==> config.mk <==
export PLATFORM = sky130hd
export DESIGN_NAME = lm07_read_sched
export DESIGN_NICKNAME = d
export VERILOG_FILES = /design/src/rtl/lm07_read_sched_pkg.sv /design/src/rtl/lm07_read_sched_sck_gen.sv /design/src/rtl/lm07_read_sched.sv
export SDC_FILE = /design/constraint.sdc
export NUM_CORES = 1
export LEC_CHECK = 0
export ABC_AREA = 1
export CORE_MARGIN = 2
export CORE_UTILIZATION = 55
export DETAILED_ROUTE_END_ITERATION = 8
export MAX_ROUTING_LAYER = met4
export PLACE_DENSITY = 0.86
export SYNTH_ARGS = -nofsm -noshare
export SYNTH_HDL_FRONTEND = slang
export SYNTH_SLANG_ARGS = --single-unit
==> constraint.sdc <==
create_clock -name SYSCLK -period 4.8 [get_ports SYSCLK]
set_clock_uncertainty 0.05 [all_clocks]
set_input_delay 0.48 -clock SYSCLK [delete_from_list [all_inputs] [get_ports SYSCLK]]
set_output_delay 0.48 -clock SYSCLK [all_outputs]
set_load 0.01 [all_outputs]
==> src/rtl/lm07_read_sched_pkg.sv <==
// Shared types and constants for the LM07 temperature read sequencer.
// Holds the FSM encoding, frame field positions and the magnitude rule.
package lm07_pkg;

    typedef enum logic [2:0] {
        ST_IDLE  = 3'd0,
        ST_SETUP = 3'd1,
        ST_SHIFT = 3'd2,
        ST_HOLD  = 3'd3,
        ST_BCDW  = 3'd4
    } state_e;

    localparam int FRAME_BITS_DEF = 16;
    localparam int TEMP_MSB       = 15;
    localparam int TEMP_LSB       = 8;
    localparam logic [6:0] MAG_SAT = 7'd127;

    // -128 has no 7-bit magnitude, so it pins to the largest representable value.
    function automatic logic [6:0] temp_mag(input logic [7:0] t);
        logic [7:0] neg;
        neg = ~t + 8'd1;
        if (!t[7]) begin
            return t[6:0];
        end else if (t == 8'h80) begin
            return MAG_SAT;
        end else begin
            return neg[6:0];
        end
    endfunction

endpackage

==> src/rtl/lm07_read_sched_sck_gen.sv <==
// SCK divider for the LM07 frame: SCK, per-bit sample strobe and last-fall flag.
// Registered SCK, starts low when enabled; clearing en returns everything to idle.
module lm07_sck_gen #(
    parameter int CLK_DIV    = 4,
    parameter int FRAME_BITS = 16
) (
    input  logic clk,
    input  logic rst,
    input  logic en,
    output logic sck,
    output logic sample,
    output logic last_fall
);

    localparam int DIV_W = (CLK_DIV > 1) ? $clog2(CLK_DIV) : 1;
    localparam int BIT_W = $clog2(FRAME_BITS + 1);
    localparam logic [DIV_W-1:0] DIV_LAST = DIV_W'(CLK_DIV - 1);
    localparam logic [BIT_W-1:0] BIT_LAST = BIT_W'(FRAME_BITS - 1);

    logic [DIV_W-1:0] div_q, div_d;
    logic [BIT_W-1:0] bcnt_q, bcnt_d;
    logic             sck_q, sck_d;
    logic             half_end;

    // Sampling happens on the edge that ends a high half-period, i.e. the SCK fall.
    always_comb begin
        half_end  = en && (div_q == DIV_LAST);
        sample    = half_end && sck_q;
        last_fall = sample && (bcnt_q == BIT_LAST);
        div_d     = div_q;
        bcnt_d    = bcnt_q;
        sck_d     = sck_q;
        if (!en) begin
            div_d  = '0;
            bcnt_d = '0;
            sck_d  = 1'b0;
        end else if (half_end) begin
            div_d = '0;
            sck_d = ~sck_q;
            if (sck_q) begin
                bcnt_d = bcnt_q + BIT_W'(1);
            end
        end else begin
            div_d = div_q + DIV_W'(1);
        end
    end

    always_ff @(posedge clk) begin
        if (rst) begin
            div_q  <= '0;
            bcnt_q <= '0;
            sck_q  <= 1'b0;
        end else begin
            div_q  <= div_d;
            bcnt_q <= bcnt_d;
            sck_q  <= sck_d;
        end
    end

    assign sck = sck_q;

endmodule

==> src/rtl/lm07_read_sched.sv <==
// LM07 read sequencer: periodic/on-demand SPI frame capture, latch, bin2BCD handoff.
// Pending-to-BCD_START latency is 1+CS_SETUP+2*CLK_DIV*FRAME_BITS+CS_HOLD; requests coalesce one deep.
module lm07_read_sched
    import lm07_pkg::*;
#(
    parameter int CLK_DIV     = 4,
    parameter int FRAME_BITS  = FRAME_BITS_DEF,
    parameter int PERIOD      = 1000,
    parameter int CS_SETUP    = 2,
    parameter int CS_HOLD     = 2,
    parameter int BCD_TIMEOUT = 64
) (
    input  logic        SYSCLK,
    input  logic        RST,
    input  logic        SIO,
    input  logic        RD_REQ,
    output logic        CS,
    output logic        SCK,
    output logic        BUSY,
    output logic        BCD_START,
    output logic [6:0]  BCD_BIN,
    input  logic        BCD_DONE,
    output logic [7:0]  TEMP,
    output logic [15:0] TEMP_RAW,
    output logic        TEMP_VALID,
    output logic        ERR
);

    localparam int CNT_MAX = (BCD_TIMEOUT > CS_SETUP)
                           ? ((BCD_TIMEOUT > CS_HOLD) ? BCD_TIMEOUT : CS_HOLD)
                           : ((CS_SETUP > CS_HOLD) ? CS_SETUP : CS_HOLD);
    localparam int CNT_W = $clog2(CNT_MAX + 1);
    localparam int PER_W = (PERIOD > 1) ? $clog2(PERIOD) : 1;
    localparam logic [CNT_W-1:0] SETUP_LAST = CNT_W'(CS_SETUP - 1);
    localparam logic [CNT_W-1:0] HOLD_LAST  = CNT_W'(CS_HOLD - 1);
    localparam logic [CNT_W-1:0] TMO_LAST   = CNT_W'(BCD_TIMEOUT - 1);
    localparam logic [PER_W-1:0] PER_LAST   = PER_W'(PERIOD - 1);

    state_e           state_q, state_d;
    logic [CNT_W-1:0] cnt_q, cnt_d;
    logic [PER_W-1:0] per_q, per_d;
    logic             pending_q, pending_d;
    logic [15:0]      shift_q, shift_d;
    logic [15:0]      temp_raw_q, temp_raw_d;
    logic [6:0]       bcd_bin_q, bcd_bin_d;
    logic             temp_valid_q, temp_valid_d;
    logic             bcd_start_q, bcd_start_d;
    logic             err_q, err_d;

    logic sck_en, sck_raw, sample, last_fall;
    logic wrap, leave_idle, hold_done;

    assign sck_en = (state_q == ST_SHIFT);

    lm07_sck_gen #(
        .CLK_DIV    (CLK_DIV),
        .FRAME_BITS (FRAME_BITS)
    ) u_sck_gen (
        .clk       (SYSCLK),
        .rst       (RST),
        .en        (sck_en),
        .sck       (sck_raw),
        .sample    (sample),
        .last_fall (last_fall)
    );

    always_ff @(posedge SYSCLK) begin
        if (RST) begin
            state_q      <= ST_IDLE;
            cnt_q        <= '0;
            per_q        <= '0;
            pending_q    <= 1'b0;
            shift_q      <= '0;
            temp_raw_q   <= '0;
            bcd_bin_q    <= '0;
            temp_valid_q <= 1'b0;
            bcd_start_q  <= 1'b0;
            err_q        <= 1'b0;
        end else begin
            state_q      <= state_d;
            cnt_q        <= cnt_d;
            per_q        <= per_d;
            pending_q    <= pending_d;
            shift_q      <= shift_d;
            temp_raw_q   <= temp_raw_d;
            bcd_bin_q    <= bcd_bin_d;
            temp_valid_q <= temp_valid_d;
            bcd_start_q  <= bcd_start_d;
            err_q        <= err_d;
        end
    end

    // cnt is shared by SETUP, HOLD and BCDW and is zeroed on every state exit.
    always_comb begin
        state_d = state_q;
        cnt_d   = cnt_q;
        case (state_q)
            ST_IDLE: begin
                if (pending_q) begin
                    state_d = ST_SETUP;
                    cnt_d   = '0;
                end
            end
            ST_SETUP: begin
                if (cnt_q == SETUP_LAST) begin
                    state_d = ST_SHIFT;
                    cnt_d   = '0;
                end else begin
                    cnt_d = cnt_q + CNT_W'(1);
                end
            end
            ST_SHIFT: begin
                if (last_fall) begin
                    state_d = ST_HOLD;
                    cnt_d   = '0;
                end
            end
            ST_HOLD: begin
                if (cnt_q == HOLD_LAST) begin
                    state_d = ST_BCDW;
                    cnt_d   = '0;
                end else begin
                    cnt_d = cnt_q + CNT_W'(1);
                end
            end
            ST_BCDW: begin
                if (BCD_DONE || (cnt_q == TMO_LAST)) begin
                    state_d = ST_IDLE;
                    cnt_d   = '0;
                end else begin
                    cnt_d = cnt_q + CNT_W'(1);
                end
            end
            default: begin
                state_d = ST_IDLE;
                cnt_d   = '0;
            end
        endcase
    end

    always_comb begin
        wrap       = (per_q == PER_LAST);
        per_d      = wrap ? '0 : per_q + PER_W'(1);
        leave_idle = (state_q == ST_IDLE) && pending_q;
        // A request landing on the departure cycle is absorbed by the frame now starting.
        pending_d  = leave_idle ? 1'b0 : (pending_q | wrap | RD_REQ);
        shift_d    = sample ? {shift_q[14:0], SIO} : shift_q;
        hold_done  = (state_q == ST_HOLD) && (cnt_q == HOLD_LAST);
        temp_raw_d = hold_done ? shift_q : temp_raw_q;
        bcd_bin_d  = hold_done ? temp_mag(shift_q[TEMP_MSB:TEMP_LSB]) : bcd_bin_q;
        temp_valid_d = hold_done;
        bcd_start_d  = hold_done;
        err_d = err_q | ((state_q == ST_BCDW) && !BCD_DONE && (cnt_q == TMO_LAST));
    end

    always_comb begin
        CS   = 1'b1;
        SCK  = 1'b0;
        BUSY = 1'b1;
        case (state_q)
            ST_IDLE:  BUSY = 1'b0;
            ST_SETUP: CS = 1'b0;
            ST_SHIFT: begin
                CS  = 1'b0;
                SCK = sck_raw;
            end
            ST_HOLD:  CS = 1'b0;
            ST_BCDW:  BUSY = 1'b1;
            default:  BUSY = 1'b0;
        endcase
    end

    assign TEMP       = temp_raw_q[TEMP_MSB:TEMP_LSB];
    assign TEMP_RAW   = temp_raw_q;
    assign TEMP_VALID = temp_valid_q;
    assign BCD_BIN    = bcd_bin_q;
    assign BCD_START  = bcd_start_q;
    assign ERR        = err_q;

endmodule

==> results.yml <==
critical_path:
  critical_path_required_ns: 4.27
  crit_fanout: 5
  arrival_ns: 1.71
  critical-path-max-stage-delay_ns: 0.49
  crit_path_frequent_cell: "sky130_fd_sc_hd__nand3_1"
  cpMaxStageDelayCell: "sky130_fd_sc_hd__clkdlybuf4s50_1"
  crit_type: "flop to primary output"
  reg2reg_from: "cnt_q[0]"
  worstPathCellList: "inv_2, nand3_1, nand3_1, clkdlybuf4s50_1"
  timing.critical_path.to_type: "primary output"
  crit_path_start_kind: "flop"
  critPathLaunch: "state_q[1]"
cts:
  number_of_buffers_on_the_longest_clock_path: 2
  worst_skew_pair.late_latency_ns: 0.34
  clkSlewWorstSetupHoldPaths_ns: 0.07
  cts_htree_levels: 3
  cts_sinks: 70
  numCtsBuffers: 9
  postCtsHoldBufs: 0
  post_cts_resized: 0
  cts_post_setup_buffers_inserted: 0
  cts-root-buf: "sky130_fd_sc_hd__clkbuf_8"
  cts_tree: "built"
power:
  finalPower_mw: 1.35
  ir_worst_vdd_mv: 0.245
  leakage_nw: 1.42
  power.density_mw_per_mm2: 368
die:
  die_height_um: 79.1
  chipWidth_um: 79.1
  core-area_sq_mm: 0.00547
  initial_standard_cell_utilization_of_the_core_pct: 56.6
  placementRows: 27
  design.die.area_sq_mm: 0.00625
  num_io_pins: 42
synth:
  synth.mux.area_fraction_pct: 0
  mappedNetlistArea_sq_mm: 0.00310
  yosys-top-cells-area: "sky130_fd_sc_hd__dfxtp_1 (45%), sky130_fd_sc_hd__a21oi_1 (7.9%), sky130_fd_sc_hd__nand2_1 (7.1%)"
  post_synth.cell_area_avg_sq_um: 7.61
  ys.warnings.count: 0
  synth_top_family_by_area: "simple AND/OR/NAND/NOR gates"
  synthDominantAreaCellType: "sky130_fd_sc_hd__dfxtp_1"
  synth_compound_gate_area_share_pct: 17.6
  synth_top_area_share_pct: 45.2
  syn_inst: 407
  synth-simple-area-share_pct: 23.6
  yosys_register_bits: 70
  synth-seq-area-share_pct: 45.2
  syn-num-nets: 419
  synthXorXnorAreaFrac_pct: 1.41
  yosys.cell_types.count: 31
  synthAdderAreaFrac_pct: 2.83
cells_and_area:
  layout.area.seq_sq_mm: 0.00140
  num-fill-cells: 488
  drive_above_1_share_pct: 7.43
  n_antenna_cell: 0
  final_net_count: 452
  multiInputGateArea_sq_mm: 0.00141
  area_delta_synth_final_pct: 18.4
route:
  drt_wl_total_um: 6450
  drt_first_iter_violations: 180
  drt_first_pass_iters: 4
  via_count: 2736
  vias_per_cell: 5.30
  remaining_drc_errors: 0
  postRouteAntennaNets: 0
  routed_wire_length_per_instance_um: 12.5
place:
  pre_cts_ws_ns: 2.29
  globalplace.congestion: 0.899
  hpwl_um: 4360
  port_buffers: 41
timing:
  worstMarginPinSlew_ns: 0.709
  final_max_slew_viol_count: 0
  final.setup.worst_slack_ns: 2.56
  timing_hold_violations_final: 0
  setup-tns-final_ns: 0
  fin_crit_sh_pct: 46.7
  maxClockFrequency_mhz: 446
  period_minus_slack_ns: 2.24
  unrepaired_setup_endpoints_after_global_routing: "no"
  worst_slew_margin_rel_pct: 52.6
  setup_viol_count_final: 0
global_routing:
  grt_pass1_wl_um: 11000
  grt_start_max_net_pins: 37
  gr-usage-all-layers_pct: 22.7
  antenna_found_initial: 0
  vias_in_the_first_global_route: 2524
  grt-ovfl-total: 0
worst_hold_path:
  holdCritStartpoint: "u_sck_gen.div_q[0]"
  hp-class: "flop to flop"
outcome:
  status: "finished clean"
job:
  cap_violations: 0
[worst paths after layout]
check	to	slack, ns	cells past startpoint
setup reg to reg	BCD_BIN[1]	2.79	8
setup / recovery	BUSY	2.56	4
hold reg to reg	u_sck_gen.div_q[0]	0.39	1
hold / removal	u_sck_gen.div_q[0]	0.39	1
[cell type report]
type | instances | share of cell area (%)
inverters | 43 | 4.40
clock buffers | 11 | 3.86
repair buffers | 42 | 11.4
clock inverters | 4 | 1.30
well taps | 72 | 2.46
multi-input cells | 274 | 38.4
flip-flops and latches | 70 | 38.2
[cells by family (layout without fill, tap and decap cells)]
family | Yosys count | after routing
AND/OR/NAND/NOR | 159 | 159
AO/OA/AOI/OAI | 103 | 103
flip-flops | 70 | 70
buffers and inverters | 63 | 100
adder cells (fa/ha/maj) | 7 | 7
XOR/XNOR | 5 | 5
[power by group]
part | internal, mW | leakage (nW) | switching [mW]
logic | 0.0964 | 0.759 | 0.161
clock network | 0.250 | 0.0952 | 0.210
registers | 0.604 | 0.565 | 0.0282
[worst max-delay path, delay by kind of cell, from the launching register on]
kind / cells / cell delay, ns
buffers and inverters: 2 / 0.60
DFF: 1 / 0.48
and+or+nand+nor: 2 / 0.29
[state kept, by name (all words and copies together) (netlist names)]
name and cells:
per_q 10, u_sck_gen.bcnt_q 5, state_q 3, TEMP_RAW 16
BCD_BIN 7, ERR 1, pending_q 1, shift_q 16
u_sck_gen.div_q 2, cnt_q 7, u_sck_gen.sck 1, BCD_START 1
[layout by cell type (no fill, tap or decap), types with 2 or more instances in the layout]
| cell type | synthesis | final |
|---|---|---|
| sky130_fd_sc_hd__nor2_2 | 2 | 2 |
| sky130_fd_sc_hd__inv_2 | 5 | 5 |
| sky130_fd_sc_hd__a21oi_1 | 49 | 49 |
| sky130_fd_sc_hd__a31oi_1 | 4 | 4 |
| sky130_fd_sc_hd__clkbuf_8 | 0 | 10 |
| sky130_fd_sc_hd__clkdlybuf4s50_1 | 0 | 41 |
| sky130_fd_sc_hd__o21bai_1 | 2 | 2 |
| sky130_fd_sc_hd__o21ai_0 | 41 | 41 |
| sky130_fd_sc_hd__nor2_1 | 49 | 49 |
| sky130_fd_sc_hd__nand3_1 | 20 | 20 |
| sky130_fd_sc_hd__nand2_1 | 59 | 59 |
| sky130_fd_sc_hd__o21ai_1 | 4 | 4 |
| sky130_fd_sc_hd__xor2_1 | 5 | 5 |
| sky130_fd_sc_hd__clkinv_2 | 0 | 2 |
| sky130_fd_sc_hd__nor2_4 | 4 | 4 |
| sky130_fd_sc_hd__nand4_1 | 6 | 6 |
| sky130_fd_sc_hd__inv_1 | 37 | 37 |
| sky130_fd_sc_hd__nand2_4 | 2 | 2 |
| sky130_fd_sc_hd__dfxtp_1 | 70 | 70 |
| sky130_fd_sc_hd__ha_1 | 7 | 7 |
| sky130_fd_sc_hd__nor3b_1 | 2 | 2 |
| sky130_fd_sc_hd__nor3_1 | 11 | 11 |
[stage by stage]
stage               instances  area, sq um  util, %  hold slack, ns
floorplan                 407         3100        -           0.354
global placement          501         3480     63.6           0.364
detailed placement        501         3480     63.6           0.377
CTS                       516         3670     67.0           0.394
global route              516         3670     67.0           0.422
finish                    516         3670     67.0           0.395
[synthesized netlist by cell type]
cell,count
sky130_fd_sc_hd__nand2_4,2
sky130_fd_sc_hd__inv_2,5
sky130_fd_sc_hd__nor2_4,4
sky130_fd_sc_hd__clkinv_1,1
sky130_fd_sc_hd__a211oi_2,1
sky130_fd_sc_hd__nor3_1,11
sky130_fd_sc_hd__nand2_2,1
sky130_fd_sc_hd__nand3_1,20
sky130_fd_sc_hd__o21bai_1,2
sky130_fd_sc_hd__buf_4,9
sky130_fd_sc_hd__o21ai_0,41
sky130_fd_sc_hd__xor2_1,5
sky130_fd_sc_hd__nor2_8,1
sky130_fd_sc_hd__nor3b_1,2
sky130_fd_sc_hd__nor2_2,2
sky130_fd_sc_hd__buf_6,2
sky130_fd_sc_hd__a31oi_1,4
sky130_fd_sc_hd__inv_1,37
sky130_fd_sc_hd__nand4_1,6
sky130_fd_sc_hd__or2_0,1
sky130_fd_sc_hd__nand2_1,59
sky130_fd_sc_hd__o21ai_1,4
sky130_fd_sc_hd__a21oi_2,1
sky130_fd_sc_hd__dfxtp_1,70
sky130_fd_sc_hd__nor2_1,49
sky130_fd_sc_hd__clkbuf_1,6
sky130_fd_sc_hd__ha_1,7
sky130_fd_sc_hd__a31oi_2,1
sky130_fd_sc_hd__nor4_1,1
sky130_fd_sc_hd__a21oi_1,49
sky130_fd_sc_hd__buf_2,3
[metal layers]
layer  GRT usage (%)  vias up  share of wire [%]
met5               -        -                  0
met4            11.2        0                2.3
met3            3.41       14                4.9
met2            36.8       74                 48
met1            27.7     1247                 45
li1                -     1401                  -
(Power assumes the default switching activity.)
